File: config.mk
export PLATFORM = sky130hd
export DESIGN_NAME = imm_gen_pipe
export DESIGN_NICKNAME = d
export VERILOG_FILES = /design/src/rtl/imm_gen_pipe.sv
export SDC_FILE = /design/constraint.sdc
export NUM_CORES = 1
export LEC_CHECK = 0
export CAP_MARGIN = 30
export CORE_MARGIN = 10
export CORE_UTILIZATION = 45
export CTS_CLUSTER_DIAMETER = 50
export DETAILED_ROUTE_END_ITERATION = 10
export PLACE_DENSITY = 0.71
export SLEW_MARGIN = 30
export SYNTH_ARGS = -nofsm -noshare
export SYNTH_HDL_FRONTEND = slang
export SYNTH_SLANG_ARGS = --single-unit
File: constraint.sdc
create_clock -name clk -period 6.3 [get_ports clk]
set_input_delay 1.26 -clock clk [delete_from_list [all_inputs] [get_ports clk]]
set_output_delay 1.26 -clock clk [all_outputs]
set_load 0.1 [all_outputs]
File: src/rtl/imm_gen_pipe.sv
// imm_gen_pipe: registered RV32I/RV64I immediate generator behind a 2-entry skid buffer
module imm_gen_pipe #(
    parameter int XLEN     = 32,
    parameter int SHIFT_BJ = 1,
    parameter int TAG_W    = 32,
    parameter int CNT_W    = 16
) (
    input  logic             clk,
    input  logic             rst_n,
    input  logic             flush,
    input  logic             in_valid,
    output logic             in_ready,
    input  logic [31:0]      in_inst,
    input  logic [TAG_W-1:0] in_tag,
    output logic             out_valid,
    input  logic             out_ready,
    output logic [XLEN-1:0]  out_imm,
    output logic [2:0]       out_fmt,
    output logic             out_illegal,
    output logic [TAG_W-1:0] out_tag,
    output logic [CNT_W-1:0] ill_count
);
    localparam bit RV64 = (XLEN == 64);
    localparam logic [2:0] F_NONE = 3'd0, F_I = 3'd1, F_S = 3'd2, F_B = 3'd3,
                           F_U = 3'd4, F_J = 3'd5, F_SH = 3'd6, F_INV = 3'd7;

    typedef struct packed {
        logic [XLEN-1:0]  imm;
        logic [2:0]       fmt;
        logic             ill;
        logic [TAG_W-1:0] tag;
    } entry_t;

    typedef enum logic [1:0] {EMPTY, BUSY, FULL} state_t;

    state_t           state_q, state_d;
    entry_t           pri_q, pri_d, skd_q, skd_d, dec;
    logic [CNT_W-1:0] cnt_q, cnt_d;
    logic             accept, drain, is_sh;
    logic [6:0]       op;
    logic [2:0]       f3, fmt;
    logic [5:0]       shamt;
    logic signed [31:0] i_imm, s_imm, b_imm, j_imm, u_imm, imm32;

    always_comb begin
        op    = in_inst[6:0];
        f3    = in_inst[14:12];
        is_sh = (f3 == 3'b001) || (f3 == 3'b101);
        i_imm = 32'($signed(in_inst[31:20]));
        s_imm = 32'($signed({in_inst[31:25], in_inst[11:7]}));
        b_imm = 32'($signed({in_inst[31], in_inst[7], in_inst[30:25], in_inst[11:8], 1'b0}));
        j_imm = 32'($signed({in_inst[31], in_inst[19:12], in_inst[20], in_inst[30:21], 1'b0}));
        b_imm = (SHIFT_BJ != 0) ? b_imm : b_imm >>> 1;
        j_imm = (SHIFT_BJ != 0) ? j_imm : j_imm >>> 1;
        u_imm = {in_inst[31:12], 12'b0};
        shamt = {RV64 && (op == 7'b0010011) && in_inst[25], in_inst[24:20]};
        fmt   = F_INV;
        imm32 = '0;
        case (op)
            7'b0110111, 7'b0010111: begin fmt = F_U; imm32 = u_imm; end
            7'b1101111: begin fmt = F_J; imm32 = j_imm; end
            7'b1100111, 7'b0000011, 7'b0001111, 7'b1110011: begin fmt = F_I; imm32 = i_imm; end
            7'b0100011: begin fmt = F_S; imm32 = s_imm; end
            7'b1100011: begin fmt = F_B; imm32 = b_imm; end
            7'b0010011: begin
                fmt   = is_sh ? F_SH : F_I;
                imm32 = is_sh ? 32'(shamt) : i_imm;
            end
            7'b0110011: fmt = F_NONE;
            7'b0011011: begin
                fmt   = !RV64 ? F_INV : is_sh ? F_SH : F_I;
                imm32 = !RV64 ? '0 : is_sh ? 32'(shamt) : i_imm;
            end
            7'b0111011: fmt = RV64 ? F_NONE : F_INV;
            default: fmt = F_INV;
        endcase
        dec.imm = XLEN'(imm32);
        dec.fmt = fmt;
        dec.ill = (fmt == F_INV);
        dec.tag = in_tag;
    end

    assign in_ready    = rst_n && (state_q != FULL);
    assign out_valid   = (state_q != EMPTY);
    assign accept      = in_valid && in_ready;
    assign drain       = out_valid && out_ready;
    assign out_imm     = pri_q.imm;
    assign out_fmt     = pri_q.fmt;
    assign out_illegal = pri_q.ill;
    assign out_tag     = pri_q.tag;
    assign ill_count   = cnt_q;

    always_comb begin
        state_d = state_q;
        pri_d   = pri_q;
        skd_d   = skd_q;
        cnt_d   = (accept && !flush && dec.ill && !(&cnt_q)) ? cnt_q + 1'b1 : cnt_q;
        if (flush) begin
            state_d = EMPTY;
        end else begin
            case (state_q)
                EMPTY: if (accept) begin
                    pri_d   = dec;
                    state_d = BUSY;
                end
                BUSY: begin
                    pri_d   = (accept && drain) ? dec : pri_q;
                    skd_d   = (accept && !drain) ? dec : skd_q;
                    state_d = (accept && !drain) ? FULL : (!accept && drain) ? EMPTY : BUSY;
                end
                FULL: if (drain) begin
                    pri_d   = skd_q;
                    state_d = BUSY;
                end
                default: state_d = EMPTY;
            endcase
        end
    end

    always_ff @(posedge clk) begin
        if (!rst_n) begin
            state_q <= EMPTY;
            pri_q   <= '0;
            skd_q   <= '0;
            cnt_q   <= '0;
        end else begin
            state_q <= state_d;
            pri_q   <= pri_d;
            skd_q   <= skd_d;
            cnt_q   <= cnt_d;
        end
    end
endmodule

==> out/metrics.cfg, run 1 <==
[cells_and_area]
syn2layout_area_growth_pct=30.83
fill_cells=1332
ff_latch_area_um2=3083
layout.cell_area.non_filler_um2=8840
multi_input_area_um2=3341
antenna_cells=0
num-nets-final=1031
post_route_cells_drive_above_1_share_pct=6.405

[die]
die-width_um=142.5
placement_rows=44
design.die.area_um2=20320
floorplan_die_height_um=142.5
core-area_um2=14640
initial_utilization_pct=46.14
ioPinCount=155

[grt]
grt_start_max_net_pins=79
grt_pass1_wl_mm=30.71
grt_antenna_before_repair=0
globalRouteOverflowTotal=0
track_usage_pct=18.42
first_global_vias=6032

[timing]
timing.clock.skew_ns=0.004964
report.final.slew_viol_count=0
finalCriticalPeriod_ns=4.413
min_period_over_period_pct=70.05
fin_setup_tns_ns=0
tightestPinTransition_ns=1.026
rsz0062_at_grt=no
slew_headroom_pct=31.37
finalHoldViolations=0
fin_ws_ns=1.887
clock.fmax_ghz=0.2266
finalSetupViolations=0

[drt]
detail_route.drc_violations=0
drt-wirelength-per-cell_um=16.37
drt_pass1_iterations=5
finalWirelength_mm=18.86
dr_total_vias=6418
vias_per_cell=5.571
antenna_violating_nets_post_route=0
initialDrtViolationCount=512

[clocking]
clkLatencyLatePin_ns=0.42
clk_path_buf_depth=2
clock_pin_slew_reported_for_the_worst_setup_and_hold_paths_after_clock_tree_synthesis_ns=0.06
number_of_clock_buffers_inserted_by_tritoncts=17
cts-resized-gates=0
cts_root_buffer_type=clkbuf_16
number_of_buffers_inserted_by_post_cts_setup_repair=0
cts-hold-fix-buffers=0
clock_tree.htree_level_count=4
tritoncts=done
clock-sinks=154

[flow_run]
maxCapViolations=0

[synth]
sequential_element_share_of_the_synthesized_area_pct=45.63
ys.warnings.count=0
post_synth_num_cell_types=66
synth_seq_cells=154
gate_count_of_the_mapped_netlist=844
largest_cells_by_area_after_synthesis=dfxtp_1 (46%), nand2_1 (11%), a21oi_1 (7.0%)
post-synth-top-area-cell=dfxtp_1
mean_post_synth_cell_area_um2=8.005
yosys_most_used_dff=dfxtp_1
synth_async_sr_flop_share_pct=0
synthDominantCellAreaShare_pct=45.63
synth_edf_count=0
syn-cell-area_um2=6756
postSynthNetCount=916

[power_and_ir_drop]
netSwitchingFraction_pct=29.10
total_power_consumption_of_the_routed_design_uw=2433
power_frac_clock_pct=39.9
pwr-share-seq_pct=42.1
peakVddDrop_v=0.0002058
gate_power_share_pct=18.0
p_per_area_nw_per_um2=275.2
static-leakage-power_uw=0.003106
switching_power_uw=708.0
cell_internal_pwr_uw=1725

[worst_hold_path]
hold_path.class=flip-flop to flip-flop

[place]
preCtsSetupSlack_ns=1.877
placedInstanceArea_um2=8285
port_buffers=154
place_congestion=0.8879
detailed_place_hpwl_mm=12.55

[outcome]
status=finished clean

[setup_path]
cp.required_ns=5.04
arrival_ns=3.15
crit_type=input pin to output pin
path_max_fanout=33
cp-end-kind=output pin
worstSetupStartpointType=input pin

-- registers in the layout, summed over array words and instances, names as in the netlist --
name         flops
ill_count       16
out_fmt          3
out_illegal      1
out_imm         32
out_tag         32
skd_q           68
state_q          2
-- synth_stat cells (all sizes together) (5+ instances only) --
cell and number:
a21oi 95, a22o 6, a22oi 5, a311oi 34
a31oi 10, a32oi 6, and2 5, and3 7
buf 30, clkbuf 40, dfxtp 154, inv 6
mux2i 5, nand2 204, nand2b 6, nand3 13
nor2 69, nor2b 5, nor3 7, o211ai 24
o21ai 47, o31ai 6, or3 5, or4 5
-- cell families after synthesis --
family                     share of synthesized area (%)
DFF                                                45.63
buffers and inverters                              5.370
muxes                                             0.9074
AOI/OAI and AO/OA                                  25.22
adders and majority gates                         0.5556
and+or+nand+nor                                    22.32
-- metrics by stage --
step / hold slack (ns) / cells / utilization (%)
after floorplan: 0.4366 / 844 / -
after global placement: 0.4414 / 1123 / 56.61
after detailed placement: 0.4465 / 1123 / 56.58
after CTS: 0.4544 / 1151 / 60.36
after global routing: 0.4660 / 1152 / 60.36
final: 0.4533 / 1152 / 60.36
-- path summary, 6_finish.rpt --
check / start / end / slack, ns / depth (start not counted)
setup reg to reg: state_q[1]$_SDFFE_PP0P_ / out_imm[0]$_SDFFE_PN0P_ / 3.67 / 10
setup / recovery: rst_n / in_ready / 1.89 / 4
hold reg to reg: skd_q[21]$_SDFFE_PN0P_ / skd_q[21]$_SDFFE_PN0P_ / 0.45 / 2
hold / removal: skd_q[21]$_SDFFE_PN0P_ / skd_q[21]$_SDFFE_PN0P_ / 0.45 / 2
-- power groups by stage --
stage | logic (uW) | registers, uW | clock network (uW)
floorplan | 106 | 1250 | 0
global placement | 440 | 1050 | 0
detailed placement | 440 | 1050 | 0
CTS | 441 | 1020 | 990
global route | 463 | 1030 | 1030
finish | 439 | 1020 | 970
-- metal layers --
layer  up-vias  wire [um]  track usage [%]
met5         -          0                0
met4         0        197            5.320
met3        16       1457            6.542
met2       169       8808            29.23
met1      3002       8397            23.05
li1       3231          -                -
-- placed cells by master (no fill, tap or decap), types with 6 or more instances in the layout --
cell and n:
nand2_1 203, dfxtp_1 154, clkdlybuf4s50_1 148, a21oi_1 94, nor2_1 69, o21ai_0 46, a311oi_1 34, o211ai_1 23
clkbuf_16 17, nand3_1 11, buf_4 11, a31oi_1 10, and3_1 6, inv_1 6, a22o_1 6, a32oi_1 6
clkbuf_8 6
-- final cells by class --
| type | instances | area share [%] |
|---|---|---|
| Sequential cell | 154 | 34.88 |
| Clock inverter | 2 | 0.3963 |
| Tap cell | 184 | 2.604 |
| Multi-Input combinational cell | 613 | 37.79 |
| Timing Repair Buffer | 166 | 18.16 |
| Clock buffer | 26 | 5.874 |
| Inverter | 7 | 0.2972 |
-- critical path: stages --
cell	delay [ns]
buf_2	0.44
inv_2	0.07
nor2_1	0.19
clkdlybuf4s50_1	1.17
Power figures use the tool's default switching activity.
==> run 2: changes to the inputs <==
--- a/config.mk
+++ b/config.mk
@@ -10,7 +10,7 @@
 export CORE_UTILIZATION = 45
 export CTS_CLUSTER_DIAMETER = 50
 export DETAILED_ROUTE_END_ITERATION = 10
-export PLACE_DENSITY = 0.71
+export PLACE_DENSITY = 0.74
 export SLEW_MARGIN = 30
 export SYNTH_ARGS = -nofsm -noshare
 export SYNTH_HDL_FRONTEND = slang
==> constraint.sdc (replaced) <==
create_clock -name clk -period 4 [get_ports clk]
set_input_delay 0.8 -clock clk [delete_from_list [all_inputs] [get_ports clk]]
set_output_delay 0.8 -clock clk [all_outputs]
set_load 0.1 [all_outputs]
==> run 2 against run 1 <==
Design area increased by 0.79%. Combinational power up 58%. Sequential share of layout area decreased by 0.27 points. Largest power group is now the clock network. First-iteration DRC count is 3.5% lower. Critical path type is now flip-flop to output pin. Via count increased by 0.28%. Critical endpoint is now out_valid. Power grew 64%.
==> out/metrics.cfg, run 2 (synthesis gave the netlist of run 1 again) <==
[outcome]
status=finished clean

[die]
initial_utilization_pct=46.14
core-area_um2=14640
floorplan_die_height_um=142.5
die-width_um=142.5
design.die.area_um2=20320
placement_rows=44
ioPinCount=155

[timing]
slew_headroom_pct=31.97
clock.fmax_ghz=0.3158
min_period_over_period_pct=79.17
finalCriticalPeriod_ns=3.167
finalHoldViolations=0
rsz0062_at_grt=no
fin_ws_ns=0.8331
report.final.slew_viol_count=0
timing.clock.skew_ns=0.009927
tightestPinTransition_ns=1.017
fin_setup_tns_ns=0
finalSetupViolations=0

[place]
preCtsSetupSlack_ns=0.8651
placedInstanceArea_um2=8315
detailed_place_hpwl_mm=12.72
port_buffers=154
place_congestion=0.8823

[power_and_ir_drop]
p_per_area_nw_per_um2=449.0
static-leakage-power_uw=0.003144
total_power_consumption_of_the_routed_design_uw=4000
peakVddDrop_v=0.0002897

[drt]
finalWirelength_mm=19.61
detail_route.drc_violations=0
initialDrtViolationCount=494
drt_pass1_iterations=4
antenna_violating_nets_post_route=0
dr_total_vias=6436
vias_per_cell=5.572
drt-wirelength-per-cell_um=16.97

[setup_path]
worstSetupStartpointType=flip-flop
cp.required_ns=3.20
path_max_fanout=11
crit_type=flip-flop to output pin
cp-end-kind=output pin
r2r_setup_slack_ns=1.36
arrival_ns=2.37
r2r_cells=6
crit_path_end=out_valid
critical_path.reg2reg.startpoint=state_q[0]$_SDFFE_PP0P_
critPathLaunch=state_q[1]$_SDFFE_PP0P_
critical_path.reg2reg.endpoint=ill_count[11]$_SDFFE_PN0P_

[clocking]
clock-sinks=154
number_of_buffers_inserted_by_post_cts_setup_repair=0
cts-hold-fix-buffers=0
clkLatencyLatePin_ns=0.42
clk_path_buf_depth=2
cts_root_buffer_type=clkbuf_16
clock_pin_slew_reported_for_the_worst_setup_and_hold_paths_after_clock_tree_synthesis_ns=0.06
clock_tree.htree_level_count=4
cts-resized-gates=0
number_of_clock_buffers_inserted_by_tritoncts=17
tritoncts=done

[cells_and_area]
largest_register_ff_count=68
multi_input_area_um2=3337
antenna_cells=0
num-nets-final=1030
ff_latch_area_um2=3083
layout.cells.most_common=nand2_1
regMostFlops=skd_q
syn2layout_area_growth_pct=31.87
layout_common_cells=nand2_1 (203), dfxtp_1 (154), clkdlybuf4s50_1 (144)
fill_cells=1323
post_route_cells_drive_above_1_share_pct=7.106
final_core_utilization_pct=60.84
layout.cell_area.non_filler_um2=8910

[flow_run]
maxCapViolations=0

[grt]
first_global_vias=5934
globalRouteOverflowTotal=0
track_usage_pct=18.74
grt_pass1_wl_mm=31.08
grt_start_max_net_pins=85
grt_antenna_before_repair=1

[worst_hold_path]
hold_path.class=flip-flop to flip-flop
hold_path_startpoint=skd_q[27]$_SDFFE_PN0P_

-- run 2: cell types whose count changed in the layout (fill, tap and decap cells not counted), moves of 2 or more --
cell	before	now
buf_12	0	3
buf_2	5	9
clkinv_2	1	4
buf_4	11	9
clkinv_4	0	2
clkdlybuf4s50_1	148	144
clkinvlp_4	0	2
bufinv_16	1	4
clkbuf_8	6	1
-- run 2: worst min path at each step --
stage | endpoint | slack, ns | cells after the start
finish | skd_q[27]$_SDFFE_PN0P_ | 0.45 | 2
detailed placement | skd_q[25]$_SDFFE_PN0P_ | 0.45 | 2
global route | skd_q[14]$_SDFFE_PN0P_ | 0.47 | 2
CTS | skd_q[25]$_SDFFE_PN0P_ | 0.45 | 2
floorplan | skd_q[0]$_SDFFE_PN0P_ | 0.44 | 2
global placement | skd_q[12]$_SDFFE_PN0P_ | 0.44 | 2
-- run 2: layout make-up --
type	instances	area share, %
inverters	7	0.2949
well taps	184	2.584
clock inverters	12	1.938
repair buffers	165	18.12
flip-flops and latches	154	34.60
multi-input cells	613	37.45
clock buffers	20	5.013
-- run 2: power by group --
part	total, uW	internal, uW	switching [uW]
combinational	693	190	503
clock	1690	1060	635
sequential	1610	1580	29.2
-- run 2: routing by layer --
layer	track usage (%)	share of wire (%)
met5	0	0.066
met2	29.75	48
met3	6.242	6.6
met1	23.86	45
met4	4.940	1.1
-- run 2: worst max-delay path, stage by stage, from the launching register on --
cell and delay (ns):
dfxtp_1 0.60, or2_2 0.21, clkdlybuf4s50_1 1.14
-- run 2: per-stage QoR --
| stage | std cells | hold WS (ns) |
|---|---|---|
| after global routing | 1155 | 0.4700 |
| final | 1155 | 0.4537 |
| after global placement | 1123 | 0.4424 |
| after CTS | 1155 | 0.4549 |
| after floorplan | 844 | 0.4366 |
| after detailed placement | 1123 | 0.4467 |
==> run 3: changes to the inputs <==
--- a/config.mk
+++ b/config.mk
@@ -10,7 +10,7 @@
 export CORE_UTILIZATION = 45
 export CTS_CLUSTER_DIAMETER = 50
 export DETAILED_ROUTE_END_ITERATION = 10
-export PLACE_DENSITY = 0.74
+export PLACE_DENSITY = 0.71
 export SLEW_MARGIN = 30
 export SYNTH_ARGS = -nofsm -noshare
 export SYNTH_HDL_FRONTEND = slang
==> constraint.sdc (replaced) <==
create_clock -name clk -period 2.93 [get_ports clk]
set_input_delay 0.586 -clock clk [delete_from_list [all_inputs] [get_ports clk]]
set_output_delay 0.586 -clock clk [all_outputs]
set_load 0.1 [all_outputs]
==> run 3 against run 2 <==
Power up 39%. Count of clock-buffer cells in the layout is the same. Highest routed layer is now met4. Non-clock buffer count is 18 higher. Combinational power rose by 37%. Largest cell class unchanged. First-iteration DRC count is 17% lower. Worst setup slack worse by 0.36 ns. Critical path type is now flip-flop to flip-flop.
==> out/metrics.cfg, run 3 (synthesis gave the netlist of run 1 again) <==
[drt]
vias_per_cell=5.556
drt_pass1_iterations=5
dr_total_vias=6523
antenna_violating_nets_post_route=0
finalWirelength_mm=19.52
detail_route.drc_violations=0
initialDrtViolationCount=412
drt-wirelength-per-cell_um=16.62

[place]
detailed_place_hpwl_mm=13.01
port_buffers=154
place_congestion=0.8674
preCtsSetupSlack_ns=0.1667

[grt]
grt_antenna_before_repair=1
globalRouteOverflowTotal=0
first_global_vias=6160
track_usage_pct=18.90
grt_start_max_net_pins=66
grt_pass1_wl_mm=31.57

[clocking]
cts-resized-gates=0
tritoncts=done
clkLatencyLatePin_ns=0.42
clock_tree.htree_level_count=4
clk_path_buf_depth=2
number_of_clock_buffers_inserted_by_tritoncts=17
clock_pin_slew_reported_for_the_worst_setup_and_hold_paths_after_clock_tree_synthesis_ns=0.06
cts_root_buffer_type=clkbuf_16
number_of_buffers_inserted_by_post_cts_setup_repair=0
clock-sinks=154
cts-hold-fix-buffers=0

[setup_path]
cp-end-kind=flip-flop
critical_path.reg2reg.startpoint=state_q[1]$_SDFFE_PP0P_
critical_path.reg2reg.endpoint=out_imm[20]$_SDFFE_PN0P_
cp.required_ns=3.22
r2r_cells=8
arrival_ns=2.75
crit_type=flip-flop to flip-flop
r2r_setup_slack_ns=0.47
worstSetupStartpointType=flip-flop
path_max_fanout=11

[die]
design.die.area_um2=20320
floorplan_die_height_um=142.5
placement_rows=44
ioPinCount=155
core-area_um2=14640
initial_utilization_pct=46.14
die-width_um=142.5

[cells_and_area]
largest_register_ff_count=68
layout.cells.most_common=nand2_1
layout_common_cells=nand2_1 (203), dfxtp_1 (154), buf_4 (110)
syn2layout_area_growth_pct=32.13
regMostFlops=skd_q
post_route_cells_drive_above_1_share_pct=16.58
num-nets-final=1048

[power_and_ir_drop]
static-leakage-power_uw=0.003396
peakVddDrop_v=0.0004175
total_power_consumption_of_the_routed_design_uw=5568
p_per_area_nw_per_um2=623.7

[flow_run]
maxCapViolations=0

[timing]
finalCriticalPeriod_ns=2.460
finalSetupViolations=0
report.final.slew_viol_count=0
tightestPinTransition_ns=0.7553
fin_ws_ns=0.4695
slew_headroom_pct=49.65
clock.fmax_ghz=0.4064
fin_setup_tns_ns=0
finalHoldViolations=0
rsz0062_at_grt=no
min_period_over_period_pct=83.98
timing.clock.skew_ns=0.004553

[worst_hold_path]
hold_path.class=flip-flop to flip-flop
min_delay_worst_endpoint=skd_q[12]$_SDFFE_PN0P_
hold_path_startpoint=skd_q[12]$_SDFFE_PN0P_
hold-path-cell-count=2

[outcome]
status=finished clean

==> run 3: cell types whose count changed in the layout (fill, tap and decap cells not counted), sizes merged <==
| cell | delta |
|---|---|
| buf | +95 |
| clkdlybuf4s50 | -77 |
| clkinv | -3 |
| clkinvlp | +2 |
| bufinv | +1 |
| diode | +1 |
==> run 3: power by group <==
part | total (uW) | switching [uW] | leakage (uW) | internal, uW
registers | 2200 | 40.5 | 0.00125 | 2160
logic | 951 | 690 | 0.00184 | 261
clock network | 2410 | 861 | 0.000308 | 1550
==> run 3: area by class of cell <==
| cell class | count | area [um2] |
|---|---|---|
| Tap cell | 184 | 230.2 |
| Fill cell | 1356 | 5717 |
| Clock inverter | 12 | 195.2 |
| Clock buffer | 20 | 456.7 |
| Sequential cell | 154 | 3083 |
| Inverter | 7 | 26.28 |
| Multi-Input combinational cell | 613 | 3332 |
| Timing Repair Buffer | 183 | 1602 |
| Antenna cell | 1 | 2.502 |
==> run 3: worst max-delay path by stage <==
stage	endpoint	start
global route	out_tag[16]$_SDFFE_PN0P_	state_q[1]$_SDFFE_PP0P_
floorplan	in_ready	state_q[1]$_SDFFE_PP0P_
detailed placement	ill_count[11]$_SDFFE_PN0P_	in_inst[3]
CTS	out_imm[20]$_SDFFE_PN0P_	state_q[1]$_SDFFE_PP0P_
finish	out_imm[20]$_SDFFE_PN0P_	state_q[1]$_SDFFE_PP0P_
global placement	ill_count[8]$_SDFFE_PN0P_	in_inst[3]
==> run 3: through the flow <==
stage / instances / util, % / area [um2] / hold slack [ns]
2_1_floorplan: 844 / - / 6756 / 0.4366
3_3_place_gp: 1141 / 56.49 / 8273 / 0.4420
3_5_place_dp: 1141 / 56.49 / 8273 / 0.4465
4_1_cts: 1173 / 60.95 / 8925 / 0.4546
5_1_grt: 1173 / 60.95 / 8925 / 0.4683
6_report: 1174 / 60.96 / 8927 / 0.4520
==> run 3: routing by layer <==
metal / routed length (um) / track usage (%) / vias up
li1: - / - / 3276
met1: 8727 / 24.18 / 3050
met2: 9158 / 29.58 / 179
met3: 1414 / 6.175 / 18
met4: 216 / 5.809 / 0
met5: 0 / 0 / -
==> run 3: worst max-delay path, stage by stage (launching register included) <==
cell       delay [ns]
dfxtp_1          0.61
or2_2            0.22
nand2_1          0.08
inv_1            0.07
ha_1             0.16
nor2_1           0.07
a2111oi_4        0.51
o211a_1          0.48
a21oi_1          0.12
